`config.mk`:
```
export PLATFORM = sky130hd
export DESIGN_NAME = linebuf_writer_flat
export DESIGN_NICKNAME = d
export VERILOG_FILES = /design/src/rtl/frontend_pkg.sv /design/src/rtl/linebuf_writer_if.sv /design/src/rtl/linebuf_slot_ring.sv /design/src/rtl/linebuf_writer.sv /design/src/flat_wrapper.sv
export SDC_FILE = /design/constraint.sdc
export NUM_CORES = 1
export LEC_CHECK = 0
export BUFFER_PORTS_ARGS = -buffer_cell sky130_fd_sc_hd__buf_2
export CAP_MARGIN = 40
export CORE_UTILIZATION = 25
export DETAILED_ROUTE_END_ITERATION = 12
export GPL_ROUTABILITY_DRIVEN = 0
export GPL_TIMING_DRIVEN = 0
export PLACE_DENSITY = 0.47
export RECOVER_POWER = 25
export SYNTH_ARGS = -nofsm -noshare
export SYNTH_HDL_FRONTEND = slang
export SYNTH_SLANG_ARGS = --single-unit
```
`constraint.sdc`:
```
create_clock -name PCLK_i -period 2.8 [get_ports PCLK_i]
set_clock_uncertainty 0.2 [all_clocks]
set_input_delay 0.56 -clock PCLK_i [delete_from_list [all_inputs] [get_ports PCLK_i]]
set_output_delay 0.56 -clock PCLK_i [all_outputs]
set_load 0.02 [all_outputs]
```
`src/rtl/frontend_pkg.sv`:
```
// Shared types for the capture frontend: FSM states,
// sample width and the line descriptor bundle.
package frontend_pkg;

    localparam int RGB_W      = 8;
    localparam int SLOT_MAX_W = 4;

    typedef enum logic [2:0] {
        IDLE,
        WAIT,
        CAPTURE,
        COMMIT,
        DROP
    } state_t;

    typedef struct packed {
        logic [SLOT_MAX_W-1:0] slot;
        logic [10:0]           ypos;
        logic [11:0]           len;
        logic                  fid;
        logic                  first;
    } line_desc_t;

endpackage

```
`src/rtl/linebuf_writer_if.sv`:
```
// RAM write bus plus line descriptor going to the
// scaler/line-doubler read side.
interface linebuf_writer_if #(
    parameter int SLOT_W = 2,
    parameter int X_W    = 11
);
    import frontend_pkg::*;

    logic                    wr_en_o;
    logic [SLOT_W+X_W-1:0]   wr_addr_o;
    logic [3*RGB_W-1:0]      wr_data_o;
    logic                    line_done_o;
    logic [SLOT_W-1:0]       line_slot_o;
    logic [10:0]             line_ypos_o;
    logic [11:0]             line_len_o;
    logic                    line_fid_o;
    logic                    line_first_o;

    modport master (
        output wr_en_o, wr_addr_o, wr_data_o,
        output line_done_o, line_slot_o,
        output line_ypos_o, line_len_o,
        output line_fid_o, line_first_o
    );

    modport slave (
        input wr_en_o, wr_addr_o, wr_data_o,
        input line_done_o, line_slot_o,
        input line_ypos_o, line_len_o,
        input line_fid_o, line_first_o
    );

endinterface

```
`src/rtl/linebuf_slot_ring.sv`:
```
// Write-slot pointer and occupancy counter for the line ring;
// the read pointer is implied by wr_slot - occupancy.
module linebuf_slot_ring #(
    parameter int NUM_SLOTS = 4,
    parameter int SLOT_W    = $clog2(NUM_SLOTS)
) (
    input  logic              PCLK_i,
    input  logic              reset,
    input  logic              commit,
    input  logic              release_i,
    output logic [SLOT_W-1:0] wr_slot,
    output logic [SLOT_W:0]   occupancy,
    output logic              full
);

    logic rel_ok;

    assign rel_ok = release_i & (occupancy != '0);
    assign full   = (occupancy == (SLOT_W+1)'(NUM_SLOTS));

    always_ff @(posedge PCLK_i) begin
        if (reset) begin
            wr_slot   <= '0;
            occupancy <= '0;
        end else begin
            if (commit)
                wr_slot <= wr_slot + 1'b1;
            if (commit && !rel_ok)
                occupancy <= occupancy + 1'b1;
            else if (!commit && rel_ok)
                occupancy <= occupancy - 1'b1;
        end
    end

endmodule

```
`src/rtl/linebuf_writer.sv`:
```
// Captures active lines into a ring of RAM slots and emits a
// descriptor per completed line; full ring drops whole lines.
module linebuf_writer
    import frontend_pkg::*;
#(
    parameter int NUM_SLOTS = 4,
    parameter int SLOT_W    = $clog2(NUM_SLOTS),
    parameter int X_W       = 11
) (
    input  logic             PCLK_i,
    input  logic             reset,
    input  logic             enable_i,
    input  logic [RGB_W-1:0] R_i,
    input  logic [RGB_W-1:0] G_i,
    input  logic [RGB_W-1:0] B_i,
    input  logic             DE_i,
    input  logic             datavalid_i,
    input  logic             VSYNC_i,
    input  logic             FID_i,
    input  logic [X_W-1:0]   xpos_i,
    input  logic [10:0]      ypos_i,
    input  logic             release_i,
    linebuf_writer_if.master wb,
    output logic [SLOT_W:0]  occupancy_o,
    output logic [7:0]       drop_cnt_o
);

    state_t            state_q;
    state_t            state_d;
    logic              vs_q;
    logic              vs_fall;
    logic              smp;
    logic              start;
    logic              wr_fire;
    logic              commit;
    logic              drop_hit;
    logic              full;
    logic              first_pend;
    logic [SLOT_W-1:0] wr_slot;
    logic [X_W-1:0]    last_x;
    logic [10:0]       ypos_q;
    logic              fid_q;
    line_desc_t        desc_q;
    logic              unused_slot_hi;

    assign smp     = DE_i & datavalid_i;
    assign vs_fall = vs_q & ~VSYNC_i;

    linebuf_slot_ring #(
        .NUM_SLOTS (NUM_SLOTS),
        .SLOT_W    (SLOT_W)
    ) u_ring (
        .PCLK_i    (PCLK_i),
        .reset     (reset),
        .commit    (commit),
        .release_i (release_i),
        .wr_slot   (wr_slot),
        .occupancy (occupancy_o),
        .full      (full)
    );

    always_ff @(posedge PCLK_i) begin
        if (reset)
            state_q <= IDLE;
        else
            state_q <= state_d;
    end

    always_comb begin
        state_d = state_q;
        if (!enable_i) begin
            state_d = IDLE;
        end else begin
            unique case (state_q)
                IDLE:    if (vs_fall) state_d = WAIT;
                WAIT:    if (smp) state_d = full ? DROP : CAPTURE;
                CAPTURE: if (!DE_i) state_d = COMMIT;
                COMMIT:  state_d = WAIT;
                DROP:    if (!DE_i) state_d = WAIT;
                default: state_d = IDLE;
            endcase
        end
    end

    // Line start and first write are decided on the same input cycle.
    always_comb begin
        start    = 1'b0;
        wr_fire  = 1'b0;
        commit   = 1'b0;
        drop_hit = 1'b0;
        if (enable_i) begin
            unique case (1'b1)
                state_q == WAIT: begin
                    start    = smp & ~full;
                    wr_fire  = smp & ~full;
                    drop_hit = smp & full;
                end
                state_q == CAPTURE: begin
                    wr_fire = smp;
                    commit  = ~DE_i;
                end
                default: ;
            endcase
        end
    end

    always_ff @(posedge PCLK_i) begin
        if (reset) begin
            vs_q           <= 1'b1;
            first_pend     <= 1'b0;
            last_x         <= '0;
            ypos_q         <= '0;
            fid_q          <= 1'b0;
            desc_q         <= '0;
            drop_cnt_o     <= '0;
            wb.wr_en_o     <= 1'b0;
            wb.wr_addr_o   <= '0;
            wb.wr_data_o   <= '0;
            wb.line_done_o <= 1'b0;
        end else begin
            vs_q           <= VSYNC_i;
            wb.wr_en_o     <= wr_fire;
            wb.line_done_o <= commit;
            if (wr_fire) begin
                wb.wr_addr_o <= {wr_slot, xpos_i};
                wb.wr_data_o <= {R_i, G_i, B_i};
                last_x       <= xpos_i;
            end
            if (start) begin
                ypos_q <= ypos_i;
                fid_q  <= FID_i;
            end
            if (commit) begin
                desc_q <= '{
                    slot:  SLOT_MAX_W'(wr_slot),
                    ypos:  ypos_q,
                    len:   12'(last_x) + 12'd1,
                    fid:   fid_q,
                    first: first_pend
                };
            end
            // A new frame edge outranks the clear from a commit.
            if (vs_fall && (state_q != IDLE || enable_i))
                first_pend <= 1'b1;
            else if (commit)
                first_pend <= 1'b0;
            if (drop_hit && drop_cnt_o != 8'hFF)
                drop_cnt_o <= drop_cnt_o + 8'd1;
        end
    end

    assign wb.line_slot_o  = desc_q.slot[SLOT_W-1:0];
    assign wb.line_ypos_o  = desc_q.ypos;
    assign wb.line_len_o   = desc_q.len;
    assign wb.line_fid_o   = desc_q.fid;
    assign wb.line_first_o = desc_q.first;
    assign unused_slot_hi  = ^desc_q.slot;

endmodule

```
`src/flat_wrapper.sv`:
```
// flat-port wrapper written by rule: the top's interface ports become plain ports
module linebuf_writer_flat import frontend_pkg::*;
#(
    parameter int NUM_SLOTS = 4,
    parameter int SLOT_W    = $clog2(NUM_SLOTS),
    parameter int X_W       = 11
)
  (PCLK_i, reset, enable_i, R_i, G_i, B_i, DE_i, datavalid_i, VSYNC_i, FID_i, xpos_i, ypos_i, release_i, occupancy_o, drop_cnt_o, wb_wr_en_o, wb_wr_addr_o, wb_wr_data_o, wb_line_done_o, wb_line_slot_o, wb_line_ypos_o, wb_line_len_o, wb_line_fid_o, wb_line_first_o);
  linebuf_writer_if #(.SLOT_W(SLOT_W), .X_W(X_W)) wb_i ();
  input  logic PCLK_i;
  input  logic reset;
  input  logic enable_i;
  input  logic [RGB_W-1:0] R_i;
  input  logic [RGB_W-1:0] G_i;
  input  logic [RGB_W-1:0] B_i;
  input  logic DE_i;
  input  logic datavalid_i;
  input  logic VSYNC_i;
  input  logic FID_i;
  input  logic [X_W-1:0] xpos_i;
  input  logic [10:0] ypos_i;
  input  logic release_i;
  output logic [SLOT_W:0] occupancy_o;
  output logic [7:0] drop_cnt_o;
  output wire logic [$bits(wb_i.wr_en_o)-1:0] wb_wr_en_o;
  output wire logic [$bits(wb_i.wr_addr_o)-1:0] wb_wr_addr_o;
  output wire logic [$bits(wb_i.wr_data_o)-1:0] wb_wr_data_o;
  output wire logic [$bits(wb_i.line_done_o)-1:0] wb_line_done_o;
  output wire logic [$bits(wb_i.line_slot_o)-1:0] wb_line_slot_o;
  output wire logic [$bits(wb_i.line_ypos_o)-1:0] wb_line_ypos_o;
  output wire logic [$bits(wb_i.line_len_o)-1:0] wb_line_len_o;
  output wire logic [$bits(wb_i.line_fid_o)-1:0] wb_line_fid_o;
  output wire logic [$bits(wb_i.line_first_o)-1:0] wb_line_first_o;
  assign wb_wr_en_o = wb_i.wr_en_o;
  assign wb_wr_addr_o = wb_i.wr_addr_o;
  assign wb_wr_data_o = wb_i.wr_data_o;
  assign wb_line_done_o = wb_i.line_done_o;
  assign wb_line_slot_o = wb_i.line_slot_o;
  assign wb_line_ypos_o = wb_i.line_ypos_o;
  assign wb_line_len_o = wb_i.line_len_o;
  assign wb_line_fid_o = wb_i.line_fid_o;
  assign wb_line_first_o = wb_i.line_first_o;
  linebuf_writer #(.NUM_SLOTS(NUM_SLOTS), .SLOT_W(SLOT_W), .X_W(X_W)) u_core (.PCLK_i(PCLK_i), .reset(reset), .enable_i(enable_i), .R_i(R_i), .G_i(G_i), .B_i(B_i), .DE_i(DE_i), .datavalid_i(datavalid_i), .VSYNC_i(VSYNC_i), .FID_i(FID_i), .xpos_i(xpos_i), .ypos_i(ypos_i), .release_i(release_i), .wb(wb_i), .occupancy_o(occupancy_o), .drop_cnt_o(drop_cnt_o));
endmodule
```
==> impl_metrics.py <==
metrics = {
    "critical_path": {
        "crit_start": "u_core.state_q[1]",
        "required_ps": 2870,
        "cp.arrival_ps": 2710,
        "r2r_slack_ps": 160,
        "r2r.worst_path.cells": 10,
        "r2r_start": "u_core.state_q[1]",
        "end_kind": "flip-flop",
        "r2r_end": "u_core.u_ring.occupancy[2]",
        "startpoint_type": "flip-flop",
        "crit_type": "reg2reg",
        "crit_fanout": 19,
    },
    "finish": {
        "final_area_sq_um": 5360,
        "final_common_cell": "dfxtp_1",
        "fin_cells": 798,
        "diodes": 0,
        "fill_cells": 1768,
        "drive_gt1_frac": 0.216,
        "final_cell_mix": "dfxtp_1, buf_2, nand2b_1",
        "area_growth_pct": 29.4,
        "nets": 635,
    },
    "sta": {
        "final-max-slew-violation-count": 0,
        "finalHoldViolations": 0,
        "setup_ws_ps": 161,
        "slew-limit-headroom": 0.620,
        "setup_viol_count_final": 0,
        "post-route-period-util": 0.943,
        "fin_crit_ps": 2640,
        "fmax_ghz": 0.379,
        "rsz0062_at_grt": "false",
        "worst_pin_slew_ps": 570,
    },
    "cts": {
        "cts_hold_buffers": 0,
        "cts_inserted_buffers": 9,
        "htreeDepth": 3,
        "tritoncts": "built",
        "clk_pin_slew_ps": 70,
        "cts_buffer_depth": 2,
        "cts-root-buf": "clkbuf_16",
        "clk_latency_ps": 350,
        "clock-sinks": 96,
    },
    "route": {
        "dr_total_vias": 3461,
        "dr.first_iter.drc_count": 70,
        "dr.pass1.iters": 4,
        "antenna_left": 0,
        "post_drt_wl_per_cell_um": 13.8,
        "viasPerCell": 4.34,
        "drc": 0,
        "wirelength_mm": 11.0,
    },
    "floorplan": {
        "die_w_um": 131,
        "num_rows": 46,
        "die_y_um": 131,
        "core_sq_um": 16000,
        "initial_utilization": 0.259,
        "ios": 131,
        "fp.dieArea_sq_um": 17100,
    },
    "logic_synthesis": {
        "synth_compound_area_frac": 0.0725,
        "synth_top_family_by_area": "simple AND/OR/NAND/NOR gates",
        "synthAdderAreaFrac": 0.0139,
        "synth_flop_cell": "dfxtp_1",
        "yosys_warnings": 0,
        "async_reset_ff_frac": 0,
        "synth_edf_count": 0,
        "syn_area_sq_um": 4140,
        "seq_area_frac_synth": 0.464,
        "synthMuxAreaShare": 0.129,
        "synth.net_count": 496,
        "synth-xor-area-share": 0.0275,
        "synthSimpleGateAreaFrac": 0.255,
        "avgSynthCellArea_sq_um": 9.45,
        "ys_seq_elements": 96,
        "syn_inst": 438,
        "synth.distinct_cells": 46,
    },
    "global_routing": {
        "grt_pass1_wl_mm": 17.5,
        "grt.total_usage": 0.135,
        "overflow": 0,
        "grt_max_degree": 20,
        "antenna_found_initial": 0,
        "first_global_vias": 3514,
    },
    "placement": {
        "dp_hpwl_mm": 8.35,
        "dp_slack_ps": -330,
        "placed_area_sq_um": 5060,
        "portBuffers": 129,
        "dp_cells": 783,
    },
    "run": {
        "max_cap_viol_count": 0,
    },
    "hold_path": {
        "hp-start": "VSYNC_i",
        "hp-class": "in2reg",
        "hold_path_end": "u_core.vs_q",
        "hold_depth": 2,
    },
    "power": {
        "ir_worst_vdd_mv": 0.260,
        "p_leak_nw": 1.97,
        "p_per_area_nw_per_um2": 581,
    },
    "run_status": {
        "status": "finished, final reports clean",
    },
}
-- synth_stat cells (2+ instances only) --
master	instances	area, sq um
ha_1	3	37.5
buf_1	3	11.3
clkbuf_1	11	41.3
a211oi_1	13	97.6
nor3_1	2	10.0
a21oi_1	26	130
buf_4	4	30.0
or3_1	4	25.0
dfxtp_1	96	1920
nor4_1	2	12.5
and4_1	2	17.5
nand4_1	5	31.3
nor2b_1	3	18.8
o41ai_1	2	17.5
xor2_1	9	78.8
nand3_1	9	45.0
mux2i_1	51	510
o21ai_1	2	10.0
nand2b_1	79	494
nor2_1	34	128
nor3b_1	2	15.0
buf_2	6	30.0
xnor2_1	4	35.0
buf_6	3	33.8
nand2_1	38	143
or4_1	3	22.5
o31ai_1	2	15.0
inv_1	2	7.51
-- registers in the layout (all words and copies together) (netlist names) --
signal,cells
u_core.wb.wr_data_o,24
u_core.wb.line_len_o,12
u_core.wb.line_ypos_o,11
u_core.ypos_q,11
u_core.last_x,10
u_core.drop_cnt_o,8
u_core.state_q,3
u_core.u_ring.occupancy,3
u_core.wb.wr_addr_o,3
u_core.u_ring.wr_slot,2
u_core.wb.line_slot_o,2
u_core.fid_q,1
u_core.first_pend,1
u_core.vs_q,1
u_core.wb.line_done_o,1
u_core.wb.line_fid_o,1
u_core.wb.line_first_o,1
u_core.wb.wr_en_o,1
-- layout make-up --
type	instances	area [sq um]	share of cell area
clock buffers	11	243	0.0453
plain buffers	26	149	0.0278
flip-flops and latches	96	1920	0.359
inverters	3	11.3	0.00210
well taps	216	270	0.0505
repair buffers	129	596	0.111
clock inverters	5	88.8	0.0166
multi-input cells	312	2080	0.388
-- per-stage QoR --
stage	hold WS, ps	TNS, ps	utilization	power [mW]
after CTS	220	0	0.337	3.17
after detailed placement	243	-394	0.316	1.78
after floorplan	231	0	-	1.66
after global placement	233	-304	0.316	1.76
after global routing	240	0	0.335	3.26
final	237	0	0.335	3.11
-- how the worst max path moves through the flow --
stage	slack [ps]	end	cells after the start
final	160	u_core.u_ring.occupancy[2]	10
after global routing	2	u_core.u_ring.occupancy[2]	10
after CTS	50	u_core.u_ring.occupancy[2]	10
after detailed placement	-330	u_core.u_ring.occupancy[2]	12
after global placement	-300	u_core.u_ring.occupancy[2]	12
after floorplan	30	u_core.u_ring.occupancy[2]	11
-- report_power, final --
part           internal, mW  leakage [nW]  switching, mW  total (mW)
combinational         0.140          1.03          0.161       0.301
sequential             1.39         0.775         0.0419        1.44
clock                 0.818         0.162          0.555        1.37
-- cell families after synthesis --
logic type | count (synthesis)
AO/OA/AOI/OAI | 49
XOR/XNOR | 13
adder cells (fa/ha/maj) | 4
buffers and inverters | 30
flip-flops | 96
multiplexers | 53
AND/OR/NAND/NOR | 193
-- metal layers --
layer | global-route usage | vias up | wire (um)
met5 | 0 | - | 0
met4 | 0.0494 | 0 | 167
met3 | 0.0554 | 19 | 932
met2 | 0.218 | 109 | 4980
met1 | 0.161 | 1562 | 4950
li1 | - | 1771 | -
-- worst max-delay path: stages, from the launching register on --
cell,delay [ps]
dfxtp_1,470
nand2b_4,90
or3_1,340
inv_2,80
buf_8,160
ha_1,190
inv_1,60
fa_1,380
xor2_1,160
or3_1,300
a21oi_1,130
-- what timing repair did --
action / CTS / global route
cloned: 0 / 0
hold endpoints to repair: 0 / 0
setup buffers: 0 / 0
endpoints found under the setup margin: 1 / 1
resized for setup: 1 / 4
(Power assumes the default switching activity.)
